[config.mk]
export PLATFORM = sky130hd
export DESIGN_NAME = bus_arbiter_flat
export DESIGN_NICKNAME = d
export VERILOG_FILES = /design/src/rtl/bus_arbiter_if.sv /design/src/rtl/bus_arbiter.sv /design/src/flat_wrapper.sv
export SDC_FILE = /design/constraint.sdc
export NUM_CORES = 1
export LEC_CHECK = 0
export ABC_AREA = 1
export BUFFER_PORTS_ARGS = -buffer_cell sky130_fd_sc_hd__buf_2
export CORE_AREA = 5 5 127 129
export DETAILED_ROUTE_END_ITERATION = 16
export DIE_AREA = 0 0 132 134
export GPL_TIMING_DRIVEN = 0
export PLACE_DENSITY_LB_ADDON = 0.1
export SYNTH_ARGS = -nofsm -noshare
export SYNTH_HDL_FRONTEND = slang
export SYNTH_SLANG_ARGS = --single-unit
export TNS_END_PERCENT = 100
[constraint.sdc]
create_clock -name clk -period 1.62 [get_ports clk]
set_input_delay 0.162 -clock clk [delete_from_list [all_inputs] [get_ports clk]]
set_output_delay 0.162 -clock clk [all_outputs]
set_load 0.02 [all_outputs]
[src/rtl/bus_arbiter_if.sv]
// Peripheral bus bundle between two masters, the arbiter and the single slave.
// The arb modport is the arbiter's view; master/slave are the agents' views.
interface bus_arbiter_if #(
  parameter int ADDR_W = 32,
  parameter int DATA_W = 32
);
  localparam int STRB_W = DATA_W / 8;

  logic              m0_req;
  logic              m0_we;
  logic [ADDR_W-1:0] m0_addr;
  logic [DATA_W-1:0] m0_wdata;
  logic [STRB_W-1:0] m0_wstrb;
  logic [DATA_W-1:0] m0_rdata;
  logic              m0_ack;
  logic              m0_err;

  logic              m1_req;
  logic              m1_we;
  logic [ADDR_W-1:0] m1_addr;
  logic [DATA_W-1:0] m1_wdata;
  logic [STRB_W-1:0] m1_wstrb;
  logic [DATA_W-1:0] m1_rdata;
  logic              m1_ack;
  logic              m1_err;

  logic              s_valid;
  logic              s_we;
  logic [ADDR_W-1:0] s_addr;
  logic [DATA_W-1:0] s_wdata;
  logic [STRB_W-1:0] s_wstrb;
  logic              s_ready;
  logic [DATA_W-1:0] s_rdata;

  modport arb (
    input  m0_req, m0_we, m0_addr, m0_wdata, m0_wstrb,
    output m0_rdata, m0_ack, m0_err,
    input  m1_req, m1_we, m1_addr, m1_wdata, m1_wstrb,
    output m1_rdata, m1_ack, m1_err,
    output s_valid, s_we, s_addr, s_wdata, s_wstrb,
    input  s_ready, s_rdata
  );

  modport master (
    output m0_req, m0_we, m0_addr, m0_wdata, m0_wstrb,
    input  m0_rdata, m0_ack, m0_err,
    output m1_req, m1_we, m1_addr, m1_wdata, m1_wstrb,
    input  m1_rdata, m1_ack, m1_err
  );

  modport slave (
    input  s_valid, s_we, s_addr, s_wdata, s_wstrb,
    output s_ready, s_rdata
  );
endinterface

[src/rtl/bus_arbiter.sv]
// Two-master round-robin arbiter for the SoC peripheral bus with a slave
// response watchdog. All bus outputs come straight from flops.
module bus_arbiter #(
  parameter int ADDR_W  = 32,
  parameter int DATA_W  = 32,
  parameter int TIMEOUT = 255
) (
  input  logic       clk,
  input  logic       reset_n,
  bus_arbiter_if.arb bus
);
  // state  | meaning
  // IDLE   | sample requests, arbitrate, load s_* on a grant
  // ACCESS | s_* held stable, wait for s_ready or watchdog expiry
  // RESP   | one-cycle ack or err to the granted master

  localparam int STRB_W = DATA_W / 8;
  localparam int CNT_W  = (TIMEOUT < 2) ? 1 : $clog2(TIMEOUT + 1);
  localparam logic [CNT_W-1:0] CNT_LAST = CNT_W'((TIMEOUT == 0) ? 0 : TIMEOUT - 1);
  localparam bit TO_EN = (TIMEOUT != 0);

  typedef enum logic [1:0] {
    IDLE   = 2'd0,
    ACCESS = 2'd1,
    RESP   = 2'd2
  } state_t;

  state_t            state_q,    state_d;
  logic              ptr_q,      ptr_d;
  logic              gnt_q,      gnt_d;
  logic [CNT_W-1:0]  cnt_q,      cnt_d;
  logic              s_valid_q,  s_valid_d;
  logic              s_we_q,     s_we_d;
  logic [ADDR_W-1:0] s_addr_q,   s_addr_d;
  logic [DATA_W-1:0] s_wdata_q,  s_wdata_d;
  logic [STRB_W-1:0] s_wstrb_q,  s_wstrb_d;
  logic              m0_ack_q,   m0_ack_d;
  logic              m0_err_q,   m0_err_d;
  logic [DATA_W-1:0] m0_rdata_q, m0_rdata_d;
  logic              m1_ack_q,   m1_ack_d;
  logic              m1_err_q,   m1_err_d;
  logic [DATA_W-1:0] m1_rdata_q, m1_rdata_d;

  logic              any_req;
  logic              gnt_sel;
  logic [DATA_W-1:0] rsp_data;

  // ptr_q == 1 means m1 wins a tie
  assign any_req  = bus.m0_req | bus.m1_req;
  assign gnt_sel  = bus.m1_req & (~bus.m0_req | ptr_q);
  assign rsp_data = s_we_q ? '0 : bus.s_rdata;

  always_comb begin
    state_d    = state_q;
    ptr_d      = ptr_q;
    gnt_d      = gnt_q;
    cnt_d      = cnt_q;
    s_valid_d  = s_valid_q;
    s_we_d     = s_we_q;
    s_addr_d   = s_addr_q;
    s_wdata_d  = s_wdata_q;
    s_wstrb_d  = s_wstrb_q;
    m0_ack_d   = 1'b0;
    m0_err_d   = 1'b0;
    m0_rdata_d = '0;
    m1_ack_d   = 1'b0;
    m1_err_d   = 1'b0;
    m1_rdata_d = '0;

    unique case (state_q)
      IDLE: begin
        if (any_req) begin
          gnt_d     = gnt_sel;
          ptr_d     = ~gnt_sel;
          cnt_d     = '0;
          s_valid_d = 1'b1;
          s_we_d    = gnt_sel ? bus.m1_we    : bus.m0_we;
          s_addr_d  = gnt_sel ? bus.m1_addr  : bus.m0_addr;
          s_wdata_d = gnt_sel ? bus.m1_wdata : bus.m0_wdata;
          s_wstrb_d = gnt_sel ? bus.m1_wstrb : bus.m0_wstrb;
          state_d   = ACCESS;
        end
      end

      ACCESS: begin
        if (bus.s_ready) begin
          s_valid_d = 1'b0;
          state_d   = RESP;
          if (gnt_q) begin
            m1_ack_d   = 1'b1;
            m1_rdata_d = rsp_data;
          end else begin
            m0_ack_d   = 1'b1;
            m0_rdata_d = rsp_data;
          end
        end else if (TO_EN && (cnt_q == CNT_LAST)) begin
          s_valid_d = 1'b0;
          state_d   = RESP;
          if (gnt_q) m1_err_d = 1'b1;
          else       m0_err_d = 1'b1;
        end else if (TO_EN) begin
          cnt_d = cnt_q + 1'b1;
        end
      end

      RESP: begin
        cnt_d   = '0;
        state_d = IDLE;
      end

      default: begin
        state_d   = IDLE;
        s_valid_d = 1'b0;
        cnt_d     = '0;
      end
    endcase
  end

  always_ff @(posedge clk or negedge reset_n) begin
    if (!reset_n) begin
      state_q    <= IDLE;
      ptr_q      <= 1'b0;
      gnt_q      <= 1'b0;
      cnt_q      <= '0;
      s_valid_q  <= 1'b0;
      s_we_q     <= 1'b0;
      s_addr_q   <= '0;
      s_wdata_q  <= '0;
      s_wstrb_q  <= '0;
      m0_ack_q   <= 1'b0;
      m0_err_q   <= 1'b0;
      m0_rdata_q <= '0;
      m1_ack_q   <= 1'b0;
      m1_err_q   <= 1'b0;
      m1_rdata_q <= '0;
    end else begin
      state_q    <= state_d;
      ptr_q      <= ptr_d;
      gnt_q      <= gnt_d;
      cnt_q      <= cnt_d;
      s_valid_q  <= s_valid_d;
      s_we_q     <= s_we_d;
      s_addr_q   <= s_addr_d;
      s_wdata_q  <= s_wdata_d;
      s_wstrb_q  <= s_wstrb_d;
      m0_ack_q   <= m0_ack_d;
      m0_err_q   <= m0_err_d;
      m0_rdata_q <= m0_rdata_d;
      m1_ack_q   <= m1_ack_d;
      m1_err_q   <= m1_err_d;
      m1_rdata_q <= m1_rdata_d;
    end
  end

  assign bus.s_valid  = s_valid_q;
  assign bus.s_we     = s_we_q;
  assign bus.s_addr   = s_addr_q;
  assign bus.s_wdata  = s_wdata_q;
  assign bus.s_wstrb  = s_wstrb_q;
  assign bus.m0_ack   = m0_ack_q;
  assign bus.m0_err   = m0_err_q;
  assign bus.m0_rdata = m0_rdata_q;
  assign bus.m1_ack   = m1_ack_q;
  assign bus.m1_err   = m1_err_q;
  assign bus.m1_rdata = m1_rdata_q;
endmodule

[src/flat_wrapper.sv]
// flat-port wrapper written by rule: the top's interface ports become plain ports
module bus_arbiter_flat 
#(
  parameter int ADDR_W  = 32,
  parameter int DATA_W  = 32,
  parameter int TIMEOUT = 255
)
  (clk, reset_n, bus_m0_req, bus_m0_we, bus_m0_addr, bus_m0_wdata, bus_m0_wstrb, bus_m0_rdata, bus_m0_ack, bus_m0_err, bus_m1_req, bus_m1_we, bus_m1_addr, bus_m1_wdata, bus_m1_wstrb, bus_m1_rdata, bus_m1_ack, bus_m1_err, bus_s_valid, bus_s_we, bus_s_addr, bus_s_wdata, bus_s_wstrb, bus_s_ready, bus_s_rdata);
  bus_arbiter_if #(.ADDR_W(ADDR_W), .DATA_W(DATA_W)) bus_i ();
  input  logic clk;
  input  logic reset_n;
  input wire logic [$bits(bus_i.m0_req)-1:0] bus_m0_req;
  input wire logic [$bits(bus_i.m0_we)-1:0] bus_m0_we;
  input wire logic [$bits(bus_i.m0_addr)-1:0] bus_m0_addr;
  input wire logic [$bits(bus_i.m0_wdata)-1:0] bus_m0_wdata;
  input wire logic [$bits(bus_i.m0_wstrb)-1:0] bus_m0_wstrb;
  output wire logic [$bits(bus_i.m0_rdata)-1:0] bus_m0_rdata;
  output wire logic [$bits(bus_i.m0_ack)-1:0] bus_m0_ack;
  output wire logic [$bits(bus_i.m0_err)-1:0] bus_m0_err;
  input wire logic [$bits(bus_i.m1_req)-1:0] bus_m1_req;
  input wire logic [$bits(bus_i.m1_we)-1:0] bus_m1_we;
  input wire logic [$bits(bus_i.m1_addr)-1:0] bus_m1_addr;
  input wire logic [$bits(bus_i.m1_wdata)-1:0] bus_m1_wdata;
  input wire logic [$bits(bus_i.m1_wstrb)-1:0] bus_m1_wstrb;
  output wire logic [$bits(bus_i.m1_rdata)-1:0] bus_m1_rdata;
  output wire logic [$bits(bus_i.m1_ack)-1:0] bus_m1_ack;
  output wire logic [$bits(bus_i.m1_err)-1:0] bus_m1_err;
  output wire logic [$bits(bus_i.s_valid)-1:0] bus_s_valid;
  output wire logic [$bits(bus_i.s_we)-1:0] bus_s_we;
  output wire logic [$bits(bus_i.s_addr)-1:0] bus_s_addr;
  output wire logic [$bits(bus_i.s_wdata)-1:0] bus_s_wdata;
  output wire logic [$bits(bus_i.s_wstrb)-1:0] bus_s_wstrb;
  input wire logic [$bits(bus_i.s_ready)-1:0] bus_s_ready;
  input wire logic [$bits(bus_i.s_rdata)-1:0] bus_s_rdata;
  assign bus_i.m0_req = bus_m0_req;
  assign bus_i.m0_we = bus_m0_we;
  assign bus_i.m0_addr = bus_m0_addr;
  assign bus_i.m0_wdata = bus_m0_wdata;
  assign bus_i.m0_wstrb = bus_m0_wstrb;
  assign bus_m0_rdata = bus_i.m0_rdata;
  assign bus_m0_ack = bus_i.m0_ack;
  assign bus_m0_err = bus_i.m0_err;
  assign bus_i.m1_req = bus_m1_req;
  assign bus_i.m1_we = bus_m1_we;
  assign bus_i.m1_addr = bus_m1_addr;
  assign bus_i.m1_wdata = bus_m1_wdata;
  assign bus_i.m1_wstrb = bus_m1_wstrb;
  assign bus_m1_rdata = bus_i.m1_rdata;
  assign bus_m1_ack = bus_i.m1_ack;
  assign bus_m1_err = bus_i.m1_err;
  assign bus_s_valid = bus_i.s_valid;
  assign bus_s_we = bus_i.s_we;
  assign bus_s_addr = bus_i.s_addr;
  assign bus_s_wdata = bus_i.s_wdata;
  assign bus_s_wstrb = bus_i.s_wstrb;
  assign bus_i.s_ready = bus_s_ready;
  assign bus_i.s_rdata = bus_s_rdata;
  bus_arbiter #(.ADDR_W(ADDR_W), .DATA_W(DATA_W), .TIMEOUT(TIMEOUT)) u_core (.clk(clk), .reset_n(reset_n), .bus(bus_i));
endmodule
==> summary.txt, run 1 <==
crit path max fanout: 10
clk sink count: 150
RD Place Congestion: 0.816
H-tree lvl count: 4
global-route wire length before repair: 33900 µm
Yosys cell types: 23
Tot GR Track Use: 0.238
EDFF count, synth: 0
Hold Slack: 0.0161 ns
Via Count: 6256
Mapped Area: 5860 µm²
sequential share of power: 0.353
relative slew slack: 0.596
Clock Tree Buf Depth: 2
Die W: 132 µm
hold path start: bus_s_rdata[28]
max-cap violation count: 0
Post-synth ARST share: 1.00
vias in the first global route: 6603
final hold viol count: 0
share of post-route cells with drive strength above 1: 0.329
CTS tree: built
CP startpoint: u_core.state_q[0]
Detailed Route Iter0 Violations: 393
Pint: 9.30 mW
setup TNS: 0 ns
DPL Wire Length: 13800 µm
Final Cycle Share: 0.943
Port Buffer Count: 312
Tightest Hold Check Type: in2reg
minimum clock period: 1.53 ns
power per cell area: 1540 nW/µm²
per-cell routed wire length: 15.9 µm
Tot Pwr: 15.3 mW
Final Max Slew Viols: 0
Levels on crit path: 7
number of antenna violations at the first check in global routing: 0
Reg2Reg Depth: 7
WL final: 21200 µm
r2r setup slk: 0.09 ns
row count: 45
worst setup path end: u_core.bus.s_wdata[29]
RR Startpoint: u_core.state_q[0]
Largest stage delay, worst path: 0.40 ns
final setup vio count: 0
CP Data Arrival Time: 1.87 ns
core area: 14900 µm²
clock-pin slew on the worst setup and hold paths: 0.06 ns
FF+latch count, synth: 150
Clock Root Buffer: clkbuf_16
drt via density: 4.69
capturing point of the worst reg2reg path: u_core.bus.s_wdata[29]
area grow syn2layout: 70.1%
CTS buffer count: 17
P_sw: 6.03 mW
sequential fraction of the synthesis area: 0.641
Logic pwr share: 0.394
placed cell areas: 7690 µm²
critical path's top delay family: simple AND/OR/NAND/NOR gates
RSZ-0062 raised after global routing: yes
Clock Power Share: 0.254
maximum vdd drop: 0.000881 V
Clock Latency Late Sink: 0.42 ns
Lkg Pwr: 5.41 nW
grt total ovfl: 0
residual DRC count: 0
Die Y: 134 µm
Post-Syn Area per Cell: 9.21 µm²
largest net degree at the start of global routing: 88
CP cell instances: nor2_2, o21ai_2, buf_4, nor2_4, clkbuf_4, nand2_1, nand3_1
yosys warns: 0
final setup skew: 0.00891 ns
Sw Share: 0.393
Design Area, Final: 9960 µm²
Slew @ Worst Pin: 0.606 ns
Critical Path RT: 1.97 ns
worst path bufs/invs: 2
status: finished, final reports clean
CP endpoint kind: register
initial core utilization: 0.392
First-pass DRT Iterations: 5
syn nets: 813
Cells after Synth: 636
Layout Nets: 1311
Max Fclk: 655 MHz
Setup CP Type: reg2reg
CP Launch Type: register
n_diodes: 0
Filler Cell Count: 1147
slowest stage cell on the critical path: dfrtp_1
Main synth FF type: dfrtp_1
Final ANT Viol Nets: 0
full die area: 17700 µm²
Ports: 313
tightest hold or removal path: stages:
cell and delay (ns):
buf_2 0.10, nand2_1 0.08, nor2_1 0.05
cells in the mapped netlist (all sizes together) (2+ instances only):
library cell / number / share of area
xor2: 3 / 0.0045
ha: 2 / 0.0043
nand3: 76 / 0.065
nor4: 2 / 0.0021
nand2: 270 / 0.17
o21ai: 8 / 0.0081
nor2: 75 / 0.051
clkbuf: 10 / 0.0064
inv: 13 / 0.0083
buf: 22 / 0.029
dfrtp: 150 / 0.64
power groups by stage:
stage,sequential (mW),combinational [mW],clock [mW]
after floorplan,6.67,2.20,0
after global placement,5.44,5.63,0
after detailed placement,5.41,5.69,0
after CTS,5.40,6.00,3.96
after global routing,5.53,6.57,4.12
final,5.41,6.03,3.89
routing by layer:
metal,part of all wire,wire length [µm],global-route usage
met5,0,0,0
met4,0.046,986,0.129
met3,0.091,1930,0.0758
met2,0.48,10100,0.395
met1,0.39,8210,0.276
layout make-up:
type	count	area, µm²	share of cell area
plain buffers	32	226	0.0227
clock buffers	21	460	0.0462
clock inverters	11	126	0.0127
inverters	13	48.8	0.00490
multi-input cells	441	1850	0.186
flip-flops and latches	150	3750	0.377
well taps	188	235	0.0236
repair buffers	479	3260	0.327
cells in the final DEF, fill, tap and decap left out, drive strengths merged:
| cell | Yosys | layout |
|---|---|---|
| clkbuf | 10 | 33 |
| dfrtp | 150 | 150 |
| a21o | 1 | 1 |
| xnor2 | 1 | 1 |
| or2 | 1 | 1 |
| inv | 13 | 13 |
| nor2 | 75 | 75 |
| ha | 2 | 2 |
| dlygate4sd3 | 0 | 166 |
| nand2 | 270 | 270 |
| and2 | 1 | 1 |
| nand3 | 76 | 76 |
| bufinv | 0 | 2 |
| clkinvlp | 0 | 4 |
| buf | 22 | 333 |
| clkinv | 0 | 5 |
| o21ai | 8 | 8 |
| xor2 | 3 | 3 |
| nor4 | 2 | 2 |
| o21bai | 1 | 1 |
cells by family after synthesis:
logic type,count (synthesis),share of synthesized area
AO/OA/AOI/OAI,10,0.0107
XOR/XNOR,4,0.00598
adder cells (fa/ha/maj),2,0.00427
buffers and inverters,45,0.0438
flip-flops,150,0.641
AND/OR/NAND/NOR,425,0.294
timing repair:
| action | CTS | global route |
|---|---|---|
| setup buffers | 0 | 0 |
| endpoints found under the hold margin | 186 | 0 |
| hold buffers | 166 | 0 |
| setup endpoints to repair | 2 | 55 |
| gates resized for setup | 1 | 13 |
registers in the layout, summed over array words and instances, names as in the netlist:
register             count
u_core.bus.m0_rdata     32
u_core.bus.m1_rdata     32
u_core.bus.s_addr       32
u_core.bus.s_wdata      32
u_core.cnt_q             8
u_core.bus.s_wstrb       4
u_core.state_q           2
u_core.bus.m0_ack        1
u_core.bus.m0_err        1
u_core.bus.m1_ack        1
u_core.bus.m1_err        1
u_core.bus.s_valid       1
u_core.bus.s_we          1
u_core.gnt_q             1
u_core.ptr_q             1
how the worst min path moves through the flow:
| stage | to | slack, ns | depth (start not counted) |
|---|---|---|---|
| finish | u_core.bus.m1_rdata[28] | 0.02 | 3 |
| global route | u_core.bus.m1_rdata[11] | 0.01 | 3 |
| CTS | u_core.bus.m1_rdata[28] | 0.003 | 3 |
| detailed placement | u_core.bus.m0_rdata[17] | 0.20 | 1 |
| global placement | u_core.bus.s_wdata[31] | 0.37 | 3 |
| floorplan | u_core.bus.m0_ack | -0.13 | 0 |
through the flow:
stage / util / worst slack (ns) / cells
after floorplan: - / 0.345 / 636
after global placement: 0.513 / -1.86 / 1136
after detailed placement: 0.515 / 0.0172 / 1137
after CTS: 0.666 / 0.0339 / 1335
after global routing: 0.667 / -0.0146 / 1335
final: 0.667 / 0.0931 / 1335
Note: power is estimated with default switching activity, not from simulation.
==> inputs of run 2 (changes only) <==
CTS_BUF_LIST = sky130_fd_sc_hd__clkbuf_8 sky130_fd_sc_hd__clkbuf_16   (was default)
==> summary.txt, run 2 (synthesis gave the netlist of run 1 again) <==
Via Count: 6230 (-0.42%)
critical path's top delay family: simple AND/OR/NAND/NOR gates
placed cell count: 1137 (unchanged)
full die area: 17700 µm² (unchanged)
Final Cycle Share: 0.946 (+0.00307)
drt via density: 4.67 (-0.42%)
clock-pin slew on the worst setup and hold paths: 0.06 ns (about the same)
clk sink count: 150 (unchanged)
CP Data Arrival Time: 1.88 ns (about the same)
Setup CP Type: reg2reg
area grow syn2layout: 70.1% (unchanged)
Ports: 313 (unchanged)
crit path max fanout: 10 (unchanged)
Slew @ Worst Pin: 0.611 ns (+0.00460 ns)
residual DRC count: 0 (unchanged)
Die Y: 134 µm (unchanged)
share of post-route cells with drive strength above 1: 0.329 (unchanged)
relative slew slack: 0.593 (-0.00306)
commonest cells after routing, fill and taps aside: 311 x buf_2, 268 x nand2_1, 166 x dlygate4sd3_1
RD Place Congestion: 0.816 (unchanged)
most common cell after layout, fill and taps aside: buf_2
number of antenna violations at the first check in global routing: 0 (unchanged)
DPL Wire Length: 13800 µm (unchanged)
CP Launch Type: register
vias in the first global route: 6603 (unchanged)
CTS tree: built
First-pass DRT Iterations: 5 (unchanged)
n_diodes: 0 (unchanged)
fin cells: 1335 (unchanged)
Die W: 132 µm (unchanged)
per-cell routed wire length: 15.9 µm (about the same)
global-route wire length before repair: 33900 µm (unchanged)
Final ANT Viol Nets: 0 (unchanged)
CTS buffer count: 17 (unchanged)
Lkg Pwr: 5.42 nW (+0.15%)
post-CTS setup buffer count: 0 (unchanged)
Tot GR Track Use: 0.238 (unchanged)
minimum clock period: 1.53 ns (+0.00498 ns)
fin worst setup slack: 0.0881 ns (-0.00498 ns)
slowest stage cell on the critical path: dfrtp_1
Detailed Route Iter0 Violations: 389 (-1.0%)
row count: 45 (unchanged)
max-cap violation count: 0 (unchanged)
H-tree lvl count: 4 (unchanged)
Clock Latency Late Sink: 0.42 ns (about the same)
worst path bufs/invs: 2 (unchanged)
Place WS: 0.0172 ns (unchanged)
maximum vdd drop: 0.000875 V (-0.73%)
Clock Tree Buf Depth: 2 (unchanged)
grt total ovfl: 0 (unchanged)
power per cell area: 1540 nW/µm² (-0.12%)
RSZ-0062 raised after global routing: yes
CP endpoint kind: register
Layout Nets: 1311 (unchanged)
final hold viol count: 0 (unchanged)
core area: 14900 µm² (unchanged)
Largest stage delay, worst path: 0.40 ns (about the same)
Tot Pwr: 15.3 mW (-0.12%)
status: finished, final reports clean
Critical Path RT: 1.97 ns (about the same)
final setup vio count: 0 (unchanged)
CP cell instances: nor2_2, o21ai_2, buf_4, nor2_4, clkbuf_4, nand2_1, nand3_1
Port Buffer Count: 312 (unchanged)
Final Max Slew Viols: 0 (unchanged)
Clock Root Buffer: clkbuf_16
initial core utilization: 0.392 (unchanged)
Tightest Hold Check Type: in2reg
final setup skew: 0.00973 ns (+0.000819 ns)
largest net degree at the start of global routing: 88 (unchanged)
WL final: 21200 µm (about the same)
Max Fclk: 653 MHz (-0.33%)
[run 2: cell types whose count changed in the layout (fill, tap and decap cells not counted)]
cell,change
clkbuf_1,-2
inv_1,+2
[run 2: repair_timing]
item / 4_1_cts / 5_1_grt
endpoints found under the setup margin: 2 / 55
hold buffers: 166 / 0
endpoints found under the hold margin: 186 / 0
gates resized for setup: 1 / 13
[run 2: metal layers]
layer	track usage	up-vias	wire [µm]
met5	0	-	0
met4	0.129	0	1010
met3	0.0758	66	1950
met2	0.395	327	10100
met1	0.276	2857	8180
li1	-	2980	-
[run 2: power breakdown]
group / leakage, nW / total [mW] / internal, mW / switching (mW)
sequential: 1.97 / 5.41 / 4.83 / 0.576
combinational: 3.17 / 6.02 / 2.12 / 3.90
clock: 0.284 / 3.88 / 2.34 / 1.54
[run 2: final timing paths]
| path | depth (start not counted) | slack [ns] | from | to |
|---|---|---|---|---|
| min in group asynchronous | 2 | 0.30 | reset_n | u_core.bus.m0_rdata[17] |
| min reg2reg | 1 | 0.46 | u_core.gnt_q | u_core.bus.m0_err |
| max in group asynchronous | 3 | 0.50 | reset_n | u_core.bus.s_wdata[4] |
| max | 7 | 0.09 | u_core.state_q[0] | u_core.bus.s_wdata[29] |
| max reg2reg | 7 | 0.09 | u_core.state_q[0] | u_core.bus.s_wdata[29] |
| min | 3 | 0.01 | bus_s_rdata[28] | u_core.bus.m1_rdata[28] |
[run 2: area by class of cell]
| cell class | instances | area [µm²] |
|---|---|---|
| fillers | 1147 | 4960 |
| flip-flops and latches | 150 | 3750 |
| repair buffers | 479 | 3260 |
| multi-input cells | 441 | 1850 |
| clock buffers | 19 | 453 |
| well taps | 188 | 235 |
| plain buffers | 32 | 226 |
| clock inverters | 13 | 134 |
| inverters | 13 | 48.8 |
[run 2: through the flow]
stage	util	hold WS (ns)	setup TNS, ns	cell area [µm²]
after floorplan	-	-0.134	0	5860
after global placement	0.513	0.368	-276.61	7650
after detailed placement	0.515	0.197	0	7690
after CTS	0.666	0.00343	0	9940
after global routing	0.667	0.00984	-0.0906	9960
final	0.667	0.0141	0	9960
[run 2: worst min-delay path, stage by stage]
cell and delay, ns:
buf_2 0.10, nand2_1 0.08, nor2_1 0.05
